===== config.mk =====
export PLATFORM = sky130hd
export DESIGN_NAME = pipe_hazard_ctrl
export DESIGN_NICKNAME = d
export VERILOG_FILES = /design/src/rtl/pipe_hazard_ctrl.sv
export SDC_FILE = /design/constraint.sdc
export NUM_CORES = 1
export LEC_CHECK = 0
export ABC_AREA = 1
export BUFFER_PORTS_ARGS = -buffer_cell sky130_fd_sc_hd__buf_4
export CAP_MARGIN = 20
export CORE_ASPECT_RATIO = 2
export CORE_MARGIN = 5
export CORE_UTILIZATION = 47
export DETAILED_ROUTE_END_ITERATION = 6
export MAX_ROUTING_LAYER = met4
export PLACE_DENSITY = 0.68
export SYNTH_ARGS = -nofsm -noshare
export SYNTH_HDL_FRONTEND = slang
export SYNTH_SLANG_ARGS = --single-unit

===== constraint.sdc =====
create_clock -name clk -period 5.9 [get_ports clk]
set_input_delay 1.18 -clock clk [delete_from_list [all_inputs] [get_ports clk]]
set_output_delay 1.18 -clock clk [all_outputs]
set_load 0.01 [all_outputs]

===== src/rtl/pipe_hazard_ctrl.sv =====
// pipe_hazard_ctrl: PC / IF/ID / ID/EX sequencing for the 5-stage core.
// Resolves redirect flushes, RAW hazard stalls and the halting ecall
// (x17==10), which drains the older instructions before a sticky halt.
// Build option: define FWD_EN when the forwarding datapath is present;
// only load-use then stalls. Undefined, any EX/MEM/WB RAW match stalls.
module pipe_hazard_ctrl #(
    parameter int unsigned DRAIN_CYCLES = 3,
    parameter int unsigned CNT_W        = 32
) (
    input  logic             clk,
    input  logic             reset,
    input  logic [4:0]       id_rs1,
    input  logic [4:0]       id_rs2,
    input  logic             id_use_rs1,
    input  logic             id_use_rs2,
    input  logic             id_is_ecall,
    input  logic             id_x17_eq10,
    input  logic [4:0]       ex_rd,
    input  logic             ex_reg_write,
    input  logic             ex_mem_read,
    input  logic [4:0]       mem_rd,
    input  logic             mem_reg_write,
    input  logic [4:0]       wb_rd,
    input  logic             wb_reg_write,
    input  logic             ex_redirect,
    output logic             pc_write,
    output logic             if_id_write,
    output logic             if_id_flush,
    output logic             id_ex_bubble,
    output logic             halt_pending,
    output logic             is_halted,
    output logic [CNT_W-1:0] stall_count,
    output logic [CNT_W-1:0] flush_count
);

    localparam int unsigned DCNT_W = (DRAIN_CYCLES > 1) ? $clog2(DRAIN_CYCLES) : 1;

    typedef enum logic [1:0] {
        ST_RUN    = 2'd0,
        ST_DRAIN  = 2'd1,
        ST_HALTED = 2'd2
    } state_e;

    state_e              state_q, state_d;
    logic [DCNT_W-1:0]   drain_cnt_q, drain_cnt_d;
    logic [CNT_W-1:0]    stall_count_q, stall_count_d;
    logic [CNT_W-1:0]    flush_count_q, flush_count_d;
    logic                halt_pending_q, halt_pending_d;
    logic                is_halted_q, is_halted_d;
    logic                ex_match, mem_match, wb_match, hazard;
    logic                stall_inc, flush_inc;

    // Producer in stage S writes a non-x0 register that ID reads.
    function automatic logic src_match(input logic       rw,
                                       input logic [4:0] rd,
                                       input logic [4:0] rs1,
                                       input logic [4:0] rs2,
                                       input logic       use1,
                                       input logic       use2);
        return rw && (rd != 5'd0) && ((use1 && (rs1 == rd)) || (use2 && (rs2 == rd)));
    endfunction

    // Per-stage source matches and the build-dependent hazard condition.
    always_comb begin
        ex_match  = src_match(ex_reg_write,  ex_rd,  id_rs1, id_rs2, id_use_rs1, id_use_rs2);
        mem_match = src_match(mem_reg_write, mem_rd, id_rs1, id_rs2, id_use_rs1, id_use_rs2);
        wb_match  = src_match(wb_reg_write,  wb_rd,  id_rs1, id_rs2, id_use_rs1, id_use_rs2);
`ifdef FWD_EN
        hazard    = ex_match && ex_mem_read;
`else
        hazard    = ex_match || mem_match || wb_match;
`endif
    end

`ifdef FWD_EN
    // MEM/WB matches are resolved by forwarding in this build.
    logic unused_fwd;
    assign unused_fwd = mem_match ^ wb_match;
`endif

    // Control outputs and next state from current state and ID/EX/MEM/WB view.
    always_comb begin
        pc_write     = 1'b1;
        if_id_write  = 1'b1;
        if_id_flush  = 1'b0;
        id_ex_bubble = 1'b0;
        state_d      = state_q;
        drain_cnt_d  = drain_cnt_q;
        stall_inc    = 1'b0;
        flush_inc    = 1'b0;

        case (state_q)
            ST_RUN: begin
                if (ex_redirect) begin
                    // Squashes everything in IF/ID, including a halting ecall.
                    if_id_flush  = 1'b1;
                    id_ex_bubble = 1'b1;
                    flush_inc    = 1'b1;
                end else if (hazard) begin
                    pc_write     = 1'b0;
                    if_id_write  = 1'b0;
                    id_ex_bubble = 1'b1;
                    stall_inc    = 1'b1;
                end else if (id_is_ecall && id_x17_eq10) begin
                    pc_write     = 1'b0;
                    if_id_write  = 1'b0;
                    id_ex_bubble = 1'b1;
                    state_d      = ST_DRAIN;
                    drain_cnt_d  = DCNT_W'(DRAIN_CYCLES - 1);
                end
            end
            ST_DRAIN: begin
                pc_write     = 1'b0;
                if_id_write  = 1'b0;
                id_ex_bubble = 1'b1;
                if (drain_cnt_q == '0) begin
                    state_d = ST_HALTED;
                end else begin
                    drain_cnt_d = drain_cnt_q - DCNT_W'(1);
                end
            end
            ST_HALTED: begin
                pc_write     = 1'b0;
                if_id_write  = 1'b0;
                id_ex_bubble = 1'b1;
            end
            default: begin
                state_d = ST_RUN;
            end
        endcase

        stall_count_d  = (stall_inc && !(&stall_count_q)) ? stall_count_q + CNT_W'(1)
                                                          : stall_count_q;
        flush_count_d  = (flush_inc && !(&flush_count_q)) ? flush_count_q + CNT_W'(1)
                                                          : flush_count_q;
        halt_pending_d = (state_d == ST_DRAIN);
        is_halted_d    = (state_d == ST_HALTED);
    end

    // State, drain counter, status flags and saturating statistics.
    always_ff @(posedge clk or negedge reset) begin
        if (!reset) begin
            state_q        <= ST_RUN;
            drain_cnt_q    <= '0;
            stall_count_q  <= '0;
            flush_count_q  <= '0;
            halt_pending_q <= 1'b0;
            is_halted_q    <= 1'b0;
        end else begin
            state_q        <= state_d;
            drain_cnt_q    <= drain_cnt_d;
            stall_count_q  <= stall_count_d;
            flush_count_q  <= flush_count_d;
            halt_pending_q <= halt_pending_d;
            is_halted_q    <= is_halted_d;
        end
    end

    assign halt_pending = halt_pending_q;
    assign is_halted    = is_halted_q;
    assign stall_count  = stall_count_q;
    assign flush_count  = flush_count_q;

endmodule


==> impl_metrics.ini <==
[status]
run_status = finished clean

[yosys]
yosysUniqueCellTypes = 29
netlist_area_um2 = 4810
ys_seq_area_frac = 0.364
syn_nets = 733
syn_inst = 690
avgSynthCellArea_um2 = 6.97
ys_ff_latch = 70
synth_warnings = 0

[worst_setup_path]
rr_startpoint = state_q[0]
crit_required_ps = 4720
crit_type = in -> out
rrSetupSlack_ps = 3140
crit_chain = buf_4 -> inv_1 -> o21ai_0 -> nor2_1 -> nand3_1 -> nand2_1 -> nand2_1 -> nand3_2 -> nand2_1 -> a31oi_1 -> buf_4
cp_slowest_cell = a31oi_1
cp-end-kind = output pin
reg2regPathDepth = 9
crit_fanout = 4
startpoint_type = input pin
cp.arrival_ps = 2480
critPathTopFamily = simple AND/OR/NAND/NOR gates
worst_path_largest_cell_delay_ps = 210
timing.critical_path.buf_inv = 3
r2r_end = flush_count[15]
path_common_cell = nand2_1

[layout]
drive_above_1_share = 0.179
n_antenna_cell = 0
fin_nets = 838
fillerInstances = 991
area_delta_synth_final_pct = 24.2
final_common_cell = nand2_1
mostFrequentLayoutCells = 257 x nand2_1, 104 x buf_4, 80 x inv_1, 70 x nor2_1, 70 x dfrtp_1

[hold_path]
min_path_type = reg -> reg
holdPathStages = 2
min_to = drain_cnt_q[0]
min_from = drain_cnt_q[0]

[power]
power.switching_uw = 262
powerDensity_nw_per_um2 = 184
ir_drop_uv = 139
leakagePower_uw = 0.00307
switching_share = 0.238
p_int_uw = 837
p_seq_frac = 0.437
combPwrFrac = 0.064
pwr-share-clk = 0.499

[global_route]
grt_max_degree = 71
overflow = 0
antenna_found_initial = 0
grt_pass1_wl_um = 24600
grtUsageTotal = 0.263
grt_pass1_vias = 5140

[floorplan]
die_height_um = 153
ios = 106
coreArea_um2 = 10100
initial_core_util = 0.477
die_w_um = 81.5
die-area_um2 = 12500
num_rows = 52

[clock_network]
clk_pin_slew_ps = 60
cts_root_buffer = clkbuf_16
insertion_delay_ps = 330
numCtsBuffers = 9
cts_resized = 0
clock_sinks = 70
ctsHoldBuffers = 0
h-tree-depth = 3
cts_tree = yes
cts_setup_buffers = 0
cts_max_path_buffers = 2

[sta]
worstMarginPinSlew_ps = 1060
hold-worst-slack_ps = 512
setup_viol = 0
hold_violations = 0
relSlewSlack = 0.289
period_needed_ps = 3660
fmax_mhz = 273
rsz0062_at_grt = no
finalWorstSetupSlack_ps = 2240
finalSetupTns_ps = 0
skew_ps = 8.88
fin_crit_sh = 0.621
final_max_slew_viol_count = 0

[run]
maxCapViolations = 0

[detailed_routing]
wl_per_cell_um = 16.2
wl_um = 15100
first_pass_iters = 4
ant_nets = 0
drc_errors = 0
post_drt_via_cell_ratio = 5.17
vias = 4836
drtIter0Drc = 189

[place]
dpl.hpwl_um = 12200
gp_congestion = 1.03
io_buffer_count = 104
place_ws_ps = 2200
[layer usage]
metal / global-route usage / share of wire / vias to the layer above
li1: - / - / 2386
met1: 0.244 / 0.34 / 2260
met2: 0.487 / 0.57 / 140
met3: 0.0342 / 0.034 / 50
met4: 0.154 / 0.058 / 0
met5: - / 0 / -
[sequential cells by signal, summed over array words and instances, names as in the netlist]
name          cells
halt_pending      1
is_halted         1
drain_cnt_q       2
state_q           2
flush_count      32
stall_count      32
[logic make-up after synthesis]
| logic type | after synthesis | synth area share |
|---|---|---|
| buffers and inverters | 90 | 0.0804 |
| adder cells (fa/ha/maj) | 7 | 0.0182 |
| XOR/XNOR | 58 | 0.106 |
| AO/OA/AOI/OAI | 38 | 0.0494 |
| flip-flops | 70 | 0.364 |
| AND/OR/NAND/NOR | 427 | 0.382 |
[worst max-delay path by stage]
stage / from / to / depth (start not counted)
3_3_place_gp: ex_rd[2] / pc_write / 9
2_1_floorplan: mem_rd[0] / pc_write / 8
4_1_cts: id_rs1[2] / pc_write / 11
3_5_place_dp: id_rs1[2] / pc_write / 11
5_1_grt: id_rs1[3] / pc_write / 11
6_report: id_rs1[3] / id_ex_bubble / 11
[stage by stage]
step | util | power, µW | cells | instance area, µm²
after floorplan | - | 517 | 690 | 4810
after CTS | 0.592 | 1110 | 935 | 5970
after detailed placement | 0.563 | 559 | 919 | 5670
after global routing | 0.592 | 1130 | 935 | 5970
final | 0.592 | 1100 | 935 | 5970
after global placement | 0.563 | 559 | 919 | 5670
[Yosys cell counts]
master,n,share of area
o21ai_0,20,0.021
inv_1,80,0.062
o21ai_2,11,0.020
nand3b_1,2,0.0031
nor3_1,32,0.033
nand4_1,18,0.023
o31ai_1,1,0.0016
nor2_2,1,0.0013
nor3b_1,3,0.0047
clkbuf_1,2,0.0016
nor2_1,70,0.055
nand4_4,1,0.0044
ha_1,7,0.018
dfrtp_1,70,0.36
xnor2_1,14,0.025
a31oi_1,1,0.0013
buf_6,5,0.012
nand2_4,1,0.0023
nand3_1,24,0.025
a21o_1,1,0.0016
nand3_2,1,0.0021
nor2_4,3,0.0070
nand2_2,5,0.0065
a21oi_1,4,0.0042
xor2_1,44,0.080
nor4_1,8,0.010
nor3_4,1,0.0034
nand2_1,257,0.20
buf_4,3,0.0047
[final cells by class]
class / instances / area [µm²] / area share
timing repair buffer: 104 / 781 / 0.131
clock inverter: 6 / 70.1 / 0.0117
sequential: 70 / 1750 / 0.293
tap: 135 / 169 / 0.0283
clock buffer: 10 / 229 / 0.0383
multi-input combinational: 530 / 2670 / 0.447
inverter: 80 / 300 / 0.0503
[power by group through the flow]
stage               sequential [µW]  clock (µW)  combinational [µW]
floorplan                       489           0                28.5
global placement                489           0                69.9
detailed placement              489           0                70.5
CTS                             480         556                70.9
global route                    480         574                80.1
finish                          480         549                69.8
[worst reg2reg max path, stage by stage (launching register included)]
cell and delay [ps]:
dfrtp_1 400, inv_1 150, ha_1 360, nand2_1 90
inv_1 170, nand2_1 450, inv_1 570, nand2_1 170
nor2_1 150, xor2_1 160
Note: power is estimated with default switching activity, not from simulation.
